[src/rtl/fir_tap_scheduler_if.sv]
// fir_tap_scheduler_if
// Handshake/control bundle between the FIR tap scheduler and its neighbours
// (input FIFO, coefficient port, multiplier + accumulator datapath).
//   master : the scheduler (drives addresses/enables, reads FIFO/coef/ready)
//   slave  : the FIFO/datapath side
interface fir_tap_scheduler_if #(
  parameter int ADDR_W = 3
);
  logic              PushCoef;
  logic              fifo_empty;
  logic              out_ready;
  logic              fifoPullOut;
  logic              sample_wr_en;
  logic              sample_zero;
  logic [ADDR_W-1:0] sample_wr_addr;
  logic [ADDR_W-1:0] sample_rd_addr;
  logic              coef_wr_en;
  logic [ADDR_W-1:0] coef_wr_addr;
  logic [ADDR_W-1:0] coef_rd_addr;
  logic [1:0]        multiplier_mux_sel;
  logic              acc_clear;
  logic              partialProductAccumulate_valid;
  logic              finalAccumulateRounding_en;
  logic              busy;
  logic              coef_loaded;
  logic              coef_drop;

  modport master (
    input  PushCoef, fifo_empty, out_ready,
    output fifoPullOut, sample_wr_en, sample_zero, sample_wr_addr, sample_rd_addr,
           coef_wr_en, coef_wr_addr, coef_rd_addr, multiplier_mux_sel, acc_clear,
           partialProductAccumulate_valid, finalAccumulateRounding_en, busy,
           coef_loaded, coef_drop
  );

  modport slave (
    output PushCoef, fifo_empty, out_ready,
    input  fifoPullOut, sample_wr_en, sample_zero, sample_wr_addr, sample_rd_addr,
           coef_wr_en, coef_wr_addr, coef_rd_addr, multiplier_mux_sel, acc_clear,
           partialProductAccumulate_valid, finalAccumulateRounding_en, busy,
           coef_loaded, coef_drop
  );
endinterface

[src/rtl/fir_tap_scheduler.sv]
// fir_tap_scheduler
// Time-multiplexes one shared multiplier over all FIR taps per input sample.
// After reset it zero-fills the delay line, accepts coefficients while idle,
// pulls a sample from the FIFO, walks NTAPS x MUL_PASSES partial products,
// then holds the rounding enable until downstream accepts the result.
// Ports:
//   clk   : clock, rising edge
//   reset : synchronous, active-high; all outputs forced to 0 while high
//   bus   : fir_tap_scheduler_if.master (FIFO/coef inputs, datapath controls)
module fir_tap_scheduler #(
  parameter int NTAPS      = 8,
  parameter int ADDR_W     = 3,
  parameter int MUL_PASSES = 4
) (
  input  logic                  clk,
  input  logic                  reset,
  fir_tap_scheduler_if.master   bus
);
  typedef enum logic [2:0] {INIT, IDLE, PULL, MUL, ROUND} state_t;

  localparam logic [ADDR_W-1:0] LAST_TAP  = ADDR_W'(NTAPS - 1);
  localparam logic [1:0]        LAST_PASS = 2'(MUL_PASSES - 1);

  state_t            state, state_nx;
  logic [ADDR_W-1:0] head, k, init_cnt, cptr;
  logic [1:0]        p;
  logic              coef_loaded;

  // Coefficients may only be written while no sample is in flight.
  logic coef_open, coef_acc, in_flight, take_sample;
  assign coef_open   = (state == INIT) || (state == IDLE);
  assign in_flight   = (state == PULL) || (state == MUL) || (state == ROUND);
  assign coef_acc    = bus.PushCoef && coef_open;
  // Uses the registered flag, so the write that completes the set cannot
  // also trigger a pull in the same cycle.
  assign take_sample = coef_loaded && !bus.fifo_empty;

  always_comb begin
    state_nx = state;
    case (state)
      INIT:    if (init_cnt == LAST_TAP) state_nx = IDLE;
      IDLE:    if (take_sample) state_nx = PULL;
      PULL:    state_nx = MUL;
      MUL:     if (k == LAST_TAP && p == LAST_PASS) state_nx = ROUND;
      ROUND:   if (bus.out_ready) state_nx = take_sample ? PULL : IDLE;
      default: state_nx = INIT;
    endcase
  end

  always_ff @(posedge clk) begin
    if (reset) begin
      state       <= INIT;
      head        <= '0;
      k           <= '0;
      p           <= '0;
      init_cnt    <= '0;
      cptr        <= '0;
      coef_loaded <= 1'b0;
    end else begin
      state <= state_nx;
      case (state)
        INIT: init_cnt <= init_cnt + 1'b1;
        PULL: begin
          k <= '0;
          p <= '0;
        end
        MUL: begin
          if (p == LAST_PASS) begin
            p <= '0;
            k <= k + 1'b1;
          end else begin
            p <= p + 1'b1;
          end
        end
        ROUND: if (bus.out_ready) head <= head + 1'b1;  // NTAPS is a power of two
        default: ;
      endcase
      if (coef_acc) begin
        cptr <= cptr + 1'b1;
        if (cptr == LAST_TAP) coef_loaded <= 1'b1;
      end
    end
  end

  always_comb begin
    bus.fifoPullOut                    = 1'b0;
    bus.sample_wr_en                   = 1'b0;
    bus.sample_zero                    = 1'b0;
    bus.sample_wr_addr                 = '0;
    bus.sample_rd_addr                 = '0;
    bus.coef_wr_en                     = 1'b0;
    bus.coef_wr_addr                   = '0;
    bus.coef_rd_addr                   = '0;
    bus.multiplier_mux_sel             = '0;
    bus.acc_clear                      = 1'b0;
    bus.partialProductAccumulate_valid = 1'b0;
    bus.finalAccumulateRounding_en     = 1'b0;
    bus.busy                           = 1'b0;
    bus.coef_loaded                    = 1'b0;
    bus.coef_drop                      = 1'b0;
    if (!reset) begin
      bus.busy         = in_flight;
      bus.coef_loaded  = coef_loaded;
      bus.coef_wr_addr = cptr;
      bus.coef_wr_en   = coef_acc;
      bus.coef_drop    = bus.PushCoef && in_flight;
      case (state)
        INIT: begin
          bus.sample_wr_en   = 1'b1;
          bus.sample_zero    = 1'b1;
          bus.sample_wr_addr = init_cnt;
        end
        PULL: begin
          bus.fifoPullOut    = 1'b1;
          bus.sample_wr_en   = 1'b1;
          bus.sample_wr_addr = head;
          bus.acc_clear      = 1'b1;
        end
        MUL: begin
          bus.partialProductAccumulate_valid = 1'b1;
          bus.multiplier_mux_sel             = p;
          bus.coef_rd_addr                   = k;
          bus.sample_rd_addr                 = head - k;  // wraps mod NTAPS
        end
        ROUND: bus.finalAccumulateRounding_en = 1'b1;
        default: ;
      endcase
    end
  end
endmodule

[src/flat_wrapper.sv]
// flat-port wrapper written by rule: the top's interface ports become plain ports
module fir_tap_scheduler_flat 
#(
  parameter int NTAPS      = 8,
  parameter int ADDR_W     = 3,
  parameter int MUL_PASSES = 4
)
  (clk, reset, bus_PushCoef, bus_fifo_empty, bus_out_ready, bus_fifoPullOut, bus_sample_wr_en, bus_sample_zero, bus_sample_wr_addr, bus_sample_rd_addr, bus_coef_wr_en, bus_coef_wr_addr, bus_coef_rd_addr, bus_multiplier_mux_sel, bus_acc_clear, bus_partialProductAccumulate_valid, bus_finalAccumulateRounding_en, bus_busy, bus_coef_loaded, bus_coef_drop);
  fir_tap_scheduler_if #(.ADDR_W(ADDR_W)) bus_i ();
  input  logic clk;
  input  logic reset;
  input wire logic [$bits(bus_i.PushCoef)-1:0] bus_PushCoef;
  input wire logic [$bits(bus_i.fifo_empty)-1:0] bus_fifo_empty;
  input wire logic [$bits(bus_i.out_ready)-1:0] bus_out_ready;
  output wire logic [$bits(bus_i.fifoPullOut)-1:0] bus_fifoPullOut;
  output wire logic [$bits(bus_i.sample_wr_en)-1:0] bus_sample_wr_en;
  output wire logic [$bits(bus_i.sample_zero)-1:0] bus_sample_zero;
  output wire logic [$bits(bus_i.sample_wr_addr)-1:0] bus_sample_wr_addr;
  output wire logic [$bits(bus_i.sample_rd_addr)-1:0] bus_sample_rd_addr;
  output wire logic [$bits(bus_i.coef_wr_en)-1:0] bus_coef_wr_en;
  output wire logic [$bits(bus_i.coef_wr_addr)-1:0] bus_coef_wr_addr;
  output wire logic [$bits(bus_i.coef_rd_addr)-1:0] bus_coef_rd_addr;
  output wire logic [$bits(bus_i.multiplier_mux_sel)-1:0] bus_multiplier_mux_sel;
  output wire logic [$bits(bus_i.acc_clear)-1:0] bus_acc_clear;
  output wire logic [$bits(bus_i.partialProductAccumulate_valid)-1:0] bus_partialProductAccumulate_valid;
  output wire logic [$bits(bus_i.finalAccumulateRounding_en)-1:0] bus_finalAccumulateRounding_en;
  output wire logic [$bits(bus_i.busy)-1:0] bus_busy;
  output wire logic [$bits(bus_i.coef_loaded)-1:0] bus_coef_loaded;
  output wire logic [$bits(bus_i.coef_drop)-1:0] bus_coef_drop;
  assign bus_i.PushCoef = bus_PushCoef;
  assign bus_i.fifo_empty = bus_fifo_empty;
  assign bus_i.out_ready = bus_out_ready;
  assign bus_fifoPullOut = bus_i.fifoPullOut;
  assign bus_sample_wr_en = bus_i.sample_wr_en;
  assign bus_sample_zero = bus_i.sample_zero;
  assign bus_sample_wr_addr = bus_i.sample_wr_addr;
  assign bus_sample_rd_addr = bus_i.sample_rd_addr;
  assign bus_coef_wr_en = bus_i.coef_wr_en;
  assign bus_coef_wr_addr = bus_i.coef_wr_addr;
  assign bus_coef_rd_addr = bus_i.coef_rd_addr;
  assign bus_multiplier_mux_sel = bus_i.multiplier_mux_sel;
  assign bus_acc_clear = bus_i.acc_clear;
  assign bus_partialProductAccumulate_valid = bus_i.partialProductAccumulate_valid;
  assign bus_finalAccumulateRounding_en = bus_i.finalAccumulateRounding_en;
  assign bus_busy = bus_i.busy;
  assign bus_coef_loaded = bus_i.coef_loaded;
  assign bus_coef_drop = bus_i.coef_drop;
  fir_tap_scheduler #(.NTAPS(NTAPS), .ADDR_W(ADDR_W), .MUL_PASSES(MUL_PASSES)) u_core (.clk(clk), .reset(reset), .bus(bus_i));
endmodule
[config.mk]
export PLATFORM = sky130hd
export DESIGN_NAME = fir_tap_scheduler_flat
export DESIGN_NICKNAME = d
export VERILOG_FILES = /design/src/rtl/fir_tap_scheduler_if.sv /design/src/rtl/fir_tap_scheduler.sv /design/src/flat_wrapper.sv
export SDC_FILE = /design/constraint.sdc
export NUM_CORES = 1
export LEC_CHECK = 0
export CORE_ASPECT_RATIO = 1.25
export CORE_MARGIN = 3
export CORE_UTILIZATION = 52
export CTS_CLUSTER_SIZE = 20
export DETAILED_ROUTE_END_ITERATION = 10
export GPL_TIMING_DRIVEN = 0
export HOLD_SLACK_MARGIN = 0.12
export PLACE_DENSITY = 0.84
export SLEW_MARGIN = 20
export SYNTH_ARGS = -nofsm -noshare
export SYNTH_HDL_FRONTEND = slang
export SYNTH_SLANG_ARGS = --single-unit
export TNS_END_PERCENT = 20
[constraint.sdc]
create_clock -name clk -period 4.4 [get_ports clk]
set_clock_uncertainty 0.15 [all_clocks]
set_input_delay 0.88 -clock clk [delete_from_list [all_inputs] [get_ports clk]]
set_output_delay 0.88 -clock clk [all_outputs]
set_load 0.005 [all_outputs]
==> results.cfg <==
[outcome]
run_status = completed

[synth]
ys_types = 33
syn_inst = 138
ys_seq_area_share_pct = 31.82
synthTopCellsByCount = nor2_1, dfxtp_1, nand2_1
synth_top_area_cell = dfxtp_1
synth_top_area_share_pct = 31.82
async_reset_ff_share_pct = 0
ys_seq_elements = 18
syn_nets = 153
avgSynthCellArea_um2 = 8.205
ys.flop_type = dfxtp_1
synth_area_mm2 = 0.001132
synth.area.top_cells = dfxtp_1, ha_1, mux2i_1
yosysMostFrequentCell = nor2_1
synth_edf_count = 0
yosysWarningCount = 0

[setup_path]
cp.required_ns = 3.37
crit_chain = clkdlybuf4s50_1, or3_1, nor2_1, buf_4, clkdlybuf4s50_1
path_class = in2out
critPathSlowestCell = clkdlybuf4s50_1
cp_slowest_stage_delay_ns = 0.53
critPathMaxFanout = 6
r2r_cells = 5
startpoint_type = input port
cp-end-kind = output pin
cp_common_cell = clkdlybuf4s50_1
cp.arrival_ns = 2.62

[pwr]
total_power_w = 0.0003094
p_leak_nw = 0.6441
pwr_density_cell_mw_per_mm2 = 209.9
peakVddDrop_mv = 0.2158

[sta]
fin_crit_sh_pct = 82.90
setup_violations = 0
slew_viol_final = 0
tns_ns = 0
relSlewSlack_pct = 67.83
worstMarginPinSlew_ns = 0.4826
final.min_clock_period_ns = 3.648
rsz0062_at_grt = false
fmax_ghz = 0.2742
finalHoldViolCount = 0

[drt]
wl_per_cell_um = 12.98
ant_nets = 0
drc_errors = 0
viasPerCell = 5.584
vias = 1061
drt_iter0_drc = 26
routed_wl_um = 2466
dr.pass1.iters = 4

[global_routing]
grt_pass1_wl_um = 4291
overflow = 0
antenna_found_initial = 0
grtUsageTotal_pct = 20.80
grt_pass1_vias = 1042
grt_max_degree = 11

[place]
io_buffers = 28
place_hpwl_um = 1951
place_congestion = 0.7896

[final_layout]
fin_nets = 186
diodes = 0
fin_util_pct = 72.72
nFillCells = 162
area_delta_synth_final_pct = 30.17
drive_gt1_share_pct = 7.647

[clocking]
root_buffer = clkbuf_4
clk_pin_slew_ns = 0.10
cts_sinks = 18
postCtsSetupBuffers = 0
clock_latency_ns = 0.30
cts_max_level = 1
cts_resized = 0
ctsLongestPathBuffers = 2
cts_tree = yes
cts_buffers = 3
ctsHoldBuffers = 0

[floorplanning]
rows = 18
dieWidth_um = 47.74
die-area_mm2 = 0.002777
die_h_um = 58.17
ioPinCount = 29
core-area_mm2 = 0.002027
initial_core_util_pct = 55.86

[min_path]
hold_path_class = reg2reg
worstHoldPathCells = 2

[flow_run]
max_cap_viol_count = 0
state kept, by name, indices dropped and copies added (netlist names):
signal              flops
u_core.p                2
u_core.head             3
u_core.state            3
u_core.cptr             3
u_core.coef_loaded      1
u_core.k                3
u_core.init_cnt         3
final timing paths:
check / from / end / slack (ns)
worst max-delay path: reset / bus_fifoPullOut / 0.75
worst min-delay path: u_core.cptr[2] / u_core.cptr[2] / 0.33
worst max register to register: u_core.k[0] / u_core.state[1] / 2.75
worst min register to register: u_core.cptr[2] / u_core.cptr[2] / 0.33
area by class of cell:
type                       count  area (um2)  share of cell area, %
tap                           20       25.02                  1.698
inverter                       6       22.52                  1.528
multi-input combinational    108       715.7                  48.56
buffer                         6       33.78                  2.292
clock buffer                   4       36.28                  2.462
timing repair buffer          28       280.3                  19.02
sequential                    18       360.3                  24.45
report_power, final:
part / internal (W) / leakage [nW] / switching [W]
clock: 0.0000505 / 0.0210 / 0.0000529
sequential: 0.000168 / 0.146 / 0.00000414
combinational: 0.0000190 / 0.477 / 0.0000153
critical path: cells and delay by family:
kind,cells,cell delay (ns)
buffers and inverters,3,1.15
and+or+nand+nor,2,0.59
logic make-up (layout without fill, tap and decap cells):
family	count (synthesis)	in the layout	share of synthesized area, %
adder cells (fa/ha/maj)	10	10	11.71
AO/OA/AOI/OAI	17	17	8.841
XOR/XNOR	6	6	4.642
multiplexers	8	8	7.072
AND/OR/NAND/NOR	67	67	30.94
buffers and inverters	12	44	4.971
flip-flops	18	18	31.82
per-layer routing:
metal	up-vias	global-route usage [%]	wire length (um)
li1	535	-	-
met1	501	22.41	1012
met2	20	39.13	1347
met3	5	1.863	67
met4	0	7.308	38
met5	-	0	0
layout by cell type (no fill, tap or decap), types with 2 or more instances in the layout:
cell / count
clkdlybuf4s50_1: 28
nor2_1: 19
dfxtp_1: 18
nand2_1: 12
ha_1: 9
nor2b_1: 8
mux2i_1: 8
a21oi_1: 8
and2_1: 6
nand3_1: 6
inv_1: 5
o21ai_0: 4
buf_2: 3
xor2_1: 3
xnor2_1: 3
and3_1: 3
nand2b_1: 3
clkbuf_4: 3
buf_4: 2
nor3_2: 2
nor3b_1: 2
through the flow:
step                      hold slack [ns]  setup WS [ns]  area, um2  instances
final                              0.3327         0.7525       1474        190
after global placement             0.3060         0.7749       1438        186
after floorplan                    0.2940          1.834       1132        138
after global routing               0.3668         0.6432       1474        190
after CTS                          0.3384         0.7324       1474        190
after detailed placement           0.3232         0.7489       1438        186
Note: power is estimated with default switching activity, not from simulation.
